### src/rtl/periph_map_pkg.sv
// Shared address-map constants and FSM encoding for the femtoriscv peripheral decoder.
package periph_map_pkg;

  localparam int CS_W = 7;

  localparam int CS_RAM     = 0;
  localparam int CS_BIN2BCD = 1;
  localparam int CS_DIV     = 2;
  localparam int CS_MULT    = 3;
  localparam int CS_GPIO    = 4;
  localparam int CS_UART    = 5;
  localparam int CS_DPRAM   = 6;

  // IO target codes carried in mem_addr[18:16]; 6 and 7 are unmapped
  localparam logic [2:0] SEL_DPRAM   = 3'd0;
  localparam logic [2:0] SEL_UART    = 3'd1;
  localparam logic [2:0] SEL_GPIO    = 3'd2;
  localparam logic [2:0] SEL_MULT    = 3'd3;
  localparam logic [2:0] SEL_DIV     = 3'd4;
  localparam logic [2:0] SEL_BIN2BCD = 3'd5;

  typedef enum logic [1:0] {
    IDLE   = 2'd0,
    WAIT_R = 2'd1,
    WAIT_W = 2'd2
  } state_t;

endpackage

### src/rtl/addr_region_decode.sv
// Combinational address decode: CPU byte address to 7-bit one-hot target select.
module addr_region_decode
  import periph_map_pkg::*;
(
  input  logic [31:0]     mem_addr,
  output logic [CS_W-1:0] onehot
);

  // Only bit 22 and the IO code field take part in the decode
  logic unused_addr_bits;
  assign unused_addr_bits = ^{mem_addr[31:23], mem_addr[21:19], mem_addr[15:0]};

  always_comb begin
    onehot = '0;
    if (!mem_addr[22]) begin
      onehot[CS_RAM] = 1'b1;
    end else begin
      case (mem_addr[18:16])
        SEL_DPRAM:   onehot[CS_DPRAM]   = 1'b1;
        SEL_UART:    onehot[CS_UART]    = 1'b1;
        SEL_GPIO:    onehot[CS_GPIO]    = 1'b1;
        SEL_MULT:    onehot[CS_MULT]    = 1'b1;
        SEL_DIV:     onehot[CS_DIV]     = 1'b1;
        SEL_BIN2BCD: onehot[CS_BIN2BCD] = 1'b1;
        default:     onehot = '0;
      endcase
    end
  end

endmodule

### src/rtl/peripheral_decoder.sv
// Bus decoder ahead of the read-data mux: strobes, registered select, stall and error tracking.
// Define PERIPH_DEC_TIMEOUT_EN to build the wait counter that force-completes stuck accesses.
module peripheral_decoder
  import periph_map_pkg::*;
#(
  parameter int TIMEOUT = 16,
  parameter int CNT_W   = 8
) (
  input  logic            clk,
  input  logic            rst,
  input  logic [31:0]     mem_addr,
  input  logic            mem_rstrb,
  input  logic [3:0]      mem_wmask,
  input  logic [5:0]      io_ready,
  output logic [CS_W-1:0] rd,
  output logic [CS_W-1:0] wr,
  output logic [CS_W-1:0] cs,
  output logic            mem_rbusy,
  output logic            mem_wbusy,
  output logic            bus_err,
  output logic [31:0]     err_addr
);

  if (TIMEOUT < 2 || TIMEOUT > 255 || (1 << CNT_W) <= TIMEOUT) begin : g_bad_params
    $error("peripheral_decoder: TIMEOUT must be 2..255 and fit in CNT_W bits");
  end

  state_t          state_reg, state_next;
  logic [CS_W-1:0] decoded;
  logic            idle, wr_acc, rd_acc, acc;
  logic            sel_ready, timeout_hit;
  logic            err_event;
  logic [31:0]     err_src;

  addr_region_decode u_decode (
    .mem_addr (mem_addr),
    .onehot   (decoded)
  );

  assign idle   = (state_reg == IDLE);
  // Reset gates the strobes so nothing leaks out while rst is held
  assign wr_acc = idle & ~rst & (|mem_wmask);
  assign rd_acc = idle & ~rst & mem_rstrb & ~(|mem_wmask);
  assign acc    = wr_acc | rd_acc;

  assign rd = rd_acc ? decoded : '0;
  assign wr = wr_acc ? decoded : '0;

`ifdef PERIPH_DEC_TIMEOUT_EN
  localparam logic [CNT_W-1:0] CNT_LAST = CNT_W'(TIMEOUT - 1);

  logic [CNT_W-1:0] cnt_reg;
  logic [31:0]      addr_reg;

  assign sel_ready   = cs[CS_RAM] | (|(cs[CS_W-1:1] & io_ready));
  assign timeout_hit = (cnt_reg == CNT_LAST);
  // The access address is gone by the time a timeout fires, so it is kept from cycle T
  assign err_event   = ~idle & ~sel_ready & timeout_hit;
  assign err_src     = addr_reg;

  always_ff @(posedge clk or posedge rst) begin
    if (rst) begin
      cnt_reg  <= '0;
      addr_reg <= '0;
    end else begin
      cnt_reg <= idle ? '0 : cnt_reg + CNT_W'(1);
      if (acc) addr_reg <= mem_addr;
    end
  end
`else
  // Without a counter an unmapped access must not hang, so it completes at once
  assign sel_ready   = cs[CS_RAM] | (|(cs[CS_W-1:1] & io_ready)) | (cs == '0);
  assign timeout_hit = 1'b0;
  assign err_event   = acc & (decoded == '0);
  assign err_src     = mem_addr;
`endif

  assign mem_rbusy = (state_reg == WAIT_R) & ~sel_ready & ~timeout_hit;
  assign mem_wbusy = (state_reg == WAIT_W) & ~sel_ready & ~timeout_hit;

  always_comb begin
    state_next = state_reg;
    case (state_reg)
      IDLE: begin
        if (wr_acc)      state_next = WAIT_W;
        else if (rd_acc) state_next = WAIT_R;
      end
      WAIT_R, WAIT_W: begin
        if (sel_ready || timeout_hit) state_next = IDLE;
      end
      default: state_next = IDLE;
    endcase
  end

  always_ff @(posedge clk or posedge rst) begin
    if (rst) begin
      state_reg <= IDLE;
      cs        <= '0;
      bus_err   <= 1'b0;
      err_addr  <= '0;
    end else begin
      state_reg <= state_next;
      // cs holds between accesses so the mux output stays stable for the CPU
      if (acc)
        cs <= decoded;
      else if (~idle & ~sel_ready & timeout_hit)
        cs <= '0;
      if (err_event) begin
        bus_err <= 1'b1;
        if (!bus_err) err_addr <= err_src;
      end
    end
  end

endmodule

### config.mk
export PLATFORM = sky130hd
export DESIGN_NAME = peripheral_decoder
export DESIGN_NICKNAME = d
export VERILOG_FILES = /design/src/rtl/periph_map_pkg.sv /design/src/rtl/addr_region_decode.sv /design/src/rtl/peripheral_decoder.sv
export SDC_FILE = /design/constraint.sdc
export NUM_CORES = 1
export LEC_CHECK = 0
export ABC_AREA = 1
export BUFFER_PORTS_ARGS = -buffer_cell sky130_fd_sc_hd__buf_4
export CELL_PAD_IN_SITES_DETAIL_PLACEMENT = 2
export CELL_PAD_IN_SITES_GLOBAL_PLACEMENT = 2
export CORE_UTILIZATION = 23
export CTS_CLUSTER_DIAMETER = 60
export DETAILED_ROUTE_END_ITERATION = 12
export MAX_ROUTING_LAYER = met4
export PLACE_DENSITY = 0.84
export SKIP_CTS_REPAIR_TIMING = 1
export SLEW_MARGIN = 20
export SYNTH_ARGS = -nofsm -noshare
export SYNTH_HDL_FRONTEND = slang
export SYNTH_SLANG_ARGS = --single-unit
### constraint.sdc
create_clock -name clk -period 1.6 [get_ports clk]
set_input_delay 0 -clock clk [delete_from_list [all_inputs] [get_ports clk]]
set_output_delay 0 -clock clk [all_outputs]
set_load 0.03 [all_outputs]
## After elaboration in Yosys (flattened, before gate mapping)

Cells that the tools add are included.
Widths: inputs -> output; s select.

| cells by class | value |
|---|---|
| divide/modulo/power cells | 0 |
| shift operators | 0 |
| bitwise operators | 15 |
| reduce and logical (&&, ||, !) cells | 9 |
| multiply operators | 0 |
| mux-type cells | 14 |
| equality and inequality tests | 9 |
| add/subtract/negate cells | 0 |
| $lt $le $gt $ge | 0 |

Operators with widths:

| operator | number |
|---|---|
| $logic_not 7->1 | 2 |
| $mux 7 | 2 |
| $and 1x1->1 | 7 |
| $mux 1 | 7 |
| $and 6x6->6 | 1 |
| $eq 3x2->1 const B | 2 |
| $eq 3x3->1 const B | 2 |
| $mux 2 | 3 |
| $mux 6 | 1 |
| $reduce_or 6->1 | 1 |
| $not 1->1 | 4 |
| $pmux 2 s2 | 1 |
| $reduce_and 2->1 | 2 |
| $reduce_or 4->1 | 1 |
| $eq 3x1->1 const B | 1 |
| $logic_not 3->1 | 1 |
| $ne 3x1->1 const B | 1 |
| $or 1x1->1 | 3 |
| $eq 2x1->1 const B | 1 |
| $eq 2x2->1 const B | 1 |
| $logic_not 2->1 | 1 |
| $ne 2x2->1 const B | 1 |
| $reduce_or 2->1 | 1 |

| storage, ports and cells | value |
|---|---|
| bits in latches | 0 |
| bits in writable memories | 0 |
| output and inout bits | 56 |
| word-level logic and storage cells | 51 |
| memory bits (read-only) | 0 |
| bits in registers | 42 |
| memories | 0 |
| input bits | 45 |

## Logic depth before layout (Yosys ltp)

| depth | value |
|---|---|
| depth in word-level cells | 7 |
| depth in mapped cells | 10 |
| depth with buffers taken out | 9 |

## Cells and area by module

A second synthesis with hierarchy kept.

| unflattened totals | value |
|---|---|
| cells, all modules | 266 |
| area, all modules | 2195.9 um^2 |

By module, submodules not included:

| module | cells each | seq. area each (um^2) | area an instance (um^2) | times used |
|---|---|---|---|---|
| peripheral_decoder | 250 | 1051.0 | 2133.3 | 1 |
| addr_region_decode | 16 | 0.0 | 62.6 | 1 |

## Worst setup path before layout

Ideal clock, no wire load.

| timing path | value |
|---|---|
| path type | flip-flop to output port |
| start point | register state_reg[0] |
| end point | output rd[1] |
| arrival | 1.582 ns |
| slack | 0.018 ns |
| stages on the path, launching flop included | 8 |
| cells stage by stage | dfrtp_1 -> inv_1 -> ha_1 -> nand2_2 -> nor2_4 -> nand2_4 -> clkbuf_1 -> nor2_1 |

| between the ends | value |
|---|---|
| cells in the longest elaborated chain, start to end | 5 |

RTL lines:

| item | line | RTL |
|---|---|---|
| start, declared | peripheral_decoder.sv:28 | `state_t state_reg, state_next;` |
| start signal, assigned | peripheral_decoder.sv:102 | `state_reg <= state_next;` |
| $logic_not 2->1 | peripheral_decoder.sv:40 | `assign idle = (state_reg == IDLE);` |
| $and 1x1->1 (3 in a row) | peripheral_decoder.sv:43 | `assign rd_acc = idle & ~rst & mem_rstrb & ~(\|mem_wmask);` |
| $mux 7 | peripheral_decoder.sv:46 | `assign rd = rd_acc ? decoded : '0;` |
| end, declared | peripheral_decoder.sv:15 | `output logic [CS_W-1:0] rd,` |

Every way passes these cells.

## Worst setup path in the final report

| timing path | value |
|---|---|
| start point | register state_reg[0] |
| end point | register err_addr[19] |

| between the ends | value |
|---|---|
| cells in the longest elaborated chain, start to end | 7 |
| elaborated cells between the ends (all ways) | 8 |

RTL lines:

| item | line | RTL |
|---|---|---|
| $logic_not 2->1 * | peripheral_decoder.sv:40 |  |
| $and 1x1->1 * | peripheral_decoder.sv:42, peripheral_decoder.sv:43 |  |
| $and 1x1->1 (2 in a row) | peripheral_decoder.sv:43 |  |
| $or 1x1->1 * | peripheral_decoder.sv:44 | `assign acc = wr_acc \| rd_acc;` |
| $and 1x1->1 * | peripheral_decoder.sv:74 | `assign err_event = acc & (decoded == '0);` |
| $reduce_and 2->1 (no source line) * | -- |  |
| end signal, assigned | peripheral_decoder.sv:110 | `if (!bus_err) err_addr <= err_src;` |
| end, declared | peripheral_decoder.sv:21 | `output logic [31:0] err_addr` |

Mark *: on every way between the ends. The rest lies on a longest branch, timed or not.
A chain may end at the register's enable or synchronous reset.

==> metrics.md <==
| Metric | Value |
|---|---|
| Status | finished with violations |
| Largest net degree at the start of global routing | 43 |
| Die Width | between 100 and 150 µm |
| DRT Pass-1 Iters | 3 |
| Rel. slew slack | about 60% |
| Cell Chain, Critical Path | inv_2 > ha_4 > nand2_4 > nor2_4 > nand2_4 > nand2_8 > nand3_2 > buf_12 > nand2_2 > o21ai_2 |
| CTS Buffer Depth | 2 |
| Fin nets | approximately 460 |
| Post-Synthesis Cells | 260 |
| CP max-delay cell | dfrtp_1 |
| Least-Margin Pin Slew | a little under 0.6 ns |
| Reg power frac | between 30% and 40% |
| Vias | between 2000 and 2500 |
| P&R area growth vs syn | 81.4% |
| Post-synth top area share | a little under half |
| Clock power frac | 23.0% |
| Hpwl dp | about 5400 µm |
| Post-route ant nets | 0 |
| Top cells by area, synth | dfrtp_1 47%, o21ai_2 11%, inv_1 9.4% |
| WHS | about 0.0090 ns |
| Finished Cell Area | around 4100 µm² |
| Fmax | between 600 and 700 MHz |
| Critical path data arrival time | about 1.8 ns |
| Crit path kind | reg -> reg |
| Overall Power | about 3200 µW |
| Max reg flops | 32 |
| Placed Area | around 3200 µm² |
| Final setup viols | 25 |
| Clk_skew | between 0.007 and 0.008 ns |
| Clock sink count | 42 |
| # diodes | 0 |
| Critical Path Max Stage Delay | between 0.4 and 0.5 ns |
| Placer Congestion | approximately 0.8 |
| Setup crit end kind | flop |
| Reg2reg path depth | 10 |
| Critical path peak fanout | 6 |
| Worst Path Required | around 1.8 ns |
| Vias in the first global route | ~2200 |
| H-tree levels | 2 |
| Die area | about 10000 µm² |
| Placement-stage worst setup slack | -0.0339 ns |
| Post-synthesis sequential element count | between 40 and 50 |
| P_leak | roughly 0.0021 µW |
| Reg2reg end | err_addr[19]$_DFFE_PP0P_ |
| Minimum clock period | around 1.6 ns |
| Leading area contributor after synthesis | dfrtp_1 |
| PwrDens | between 700 and 800 nW/µm² |
| Syn nets | approximately 310 |
| FP Rows | 35 |
| Final hold viol count | 0 |
| Yosys warns | 0 |
| Ports | just over 100 |
| Count of final max-slew check failures | 0 |
| Synth cell types | 20 |
| Worst Hold Class | in -> reg |
| RSZ-0062 raised after global routing | true |
| Pint | a little over 2000 µW |
| CTS buffer count | 5 |
| CP Launch Type | flop |
| Post-synthesis sequential area ratio | 46.9% |
| Synthesized area | roughly 2200 µm² |
| Clk_lat worst skew | ~0.29 ns |
| Peak supply drop | approximately 0.36 mV |
| Layout cells sized above 1 | a little over half |
| Initial antenna violation count | 0 |
| Buffers on Ports | 100 |
| Routed WL | ~8800 µm |
| Drc violations | 0 |
| Avg Inst Size Synth | roughly 8.6 µm² |
| Reg-to-Reg Start | state_reg[0]$_DFFE_PP0P_ |
| Clock transition at the registers of the reported paths | approximately 0.090 ns |
| CTS tree | yes |
| Fin worst setup slack | -0.0351 ns |
| Overflow after GRT | 0 |
| Wire per inst | about 16 µm |
| R2R Setup Slk | -0.04 ns |
| Tcrit/Tclk final | 102% |
| CTS root buf | clkbuf_8 |
| Total Routing Usage GR | between 10% and 20% |
| Violation count after the first detailed-route iteration | 39 |
| # Max-Cap Violations | 0 |
| Switching pwr | 1130 µW |
| Combinational cell fraction of total power | between 30% and 40% |
| Critical path endpoint | err_addr[19]$_DFFE_PP0P_ |
| Initial core utilization | 24.0% |
| Die Ht | 101 µm |
| Sw frac | 35.8% |
| Failing checks | negative setup slack |
| Crit path launch | state_reg[0]$_DFFE_PP0P_ |
| Via density per instance | 4.18 |
| Core Area | 9330 µm² |
| Most used cell, CP | nand2_4 |
| First-pass GRT wire length | ~11000 µm |
| Setup TNS | -0.294 ns |
layout by cell type, fill, tap and decap left out, types with 2 or more instances in the layout:
cell	instances
buf_12	4
buf_4	99
buf_6	16
clkbuf_16	6
clkbuf_8	6
dfrtp_1	42
dlygate4sd3_1	29
ha_1	2
inv_1	53
inv_2	6
nand2_1	36
nand2_2	19
nand2_4	14
nand3_1	9
nand3_2	4
nor2_1	18
nor2_2	3
nor2_4	14
o21ai_2	29
cell families after synthesis:
group	synth area share, %
AOI/OAI and AO/OA	11.6
adders and majority gates	1.68
buffers and inverters	13.3
DFF	46.9
and+or+nand+nor	26.5
critical path: cells and delay by family (launching register included):
kind	cells	cell delay (ns)
AND/OR/NAND/NOR	6	0.60
AO/OA/AOI/OAI	1	0.05
buffers and inverters	2	0.31
adder cells (fa/ha/maj)	1	0.14
flip-flops	1	0.41
through the flow:
stage          cells  util [%]
2_1_floorplan    260         -
3_3_place_gp     491      34.0
3_5_place_dp     491      34.0
4_1_cts          499      35.0
5_1_grt          545      43.6
6_report         545      43.6
routing by layer:
layer | global-route usage [%] | wire [µm] | up-vias
met5 | - | 0 | -
met3 | 3.68 | 406 | 0
met4 | 2.34 | 0 | 0
met1 | 15.7 | 3430 | 1132
met2 | 25.6 | 4940 | 65
li1 | - | - | 1080
synth_stat cells:
cell and instances:
nand2_8 1, o21ai_2 29, inv_2 3, nand4_1 1, nand2_4 2, nand3_1 10, nor2_2 2, buf_2 1
inv_1 56, buf_6 6, nand3_2 1, nand2_2 29, nand3_4 1, nor2_1 32, nor2_4 1, o21ai_0 1
dfrtp_1 42, clkbuf_1 1, ha_1 3, nand2_1 38
worst min-delay path by stage:
stage,from,endpoint,cells after the start
2_1_floorplan,rst,bus_err$_DFFE_PP0P_,1
3_3_place_gp,rst,state_reg[1]$_DFFE_PP0P_,3
3_5_place_dp,rst,state_reg[1]$_DFFE_PP0P_,3
4_1_cts,rst,err_addr[10]$_DFFE_PP0P_,3
5_1_grt,mem_addr[16],cs[4]$_DFFE_PP0P_,4
6_report,mem_addr[16],cs[4]$_DFFE_PP0P_,4
layout make-up:
class,instances,area [µm²]
timing repair buffer,154,1440
sequential,42,1050
inverter,59,221
clock buffer,7,86.3
tap,129,161
clock inverter,1,5.00
fill,1029,5270
multi-input combinational,153,1090
power groups by stage:
stage                     logic, µW  registers, µW  clock network [µW]
after floorplan                 454           1270                   0
after global placement          887           1190                   0
after detailed placement        939           1200                   0
after CTS                       946           1180                 756
after global routing           1360           1190                 795
final                          1250           1180                 726
Note: power is estimated with default switching activity, not from simulation.
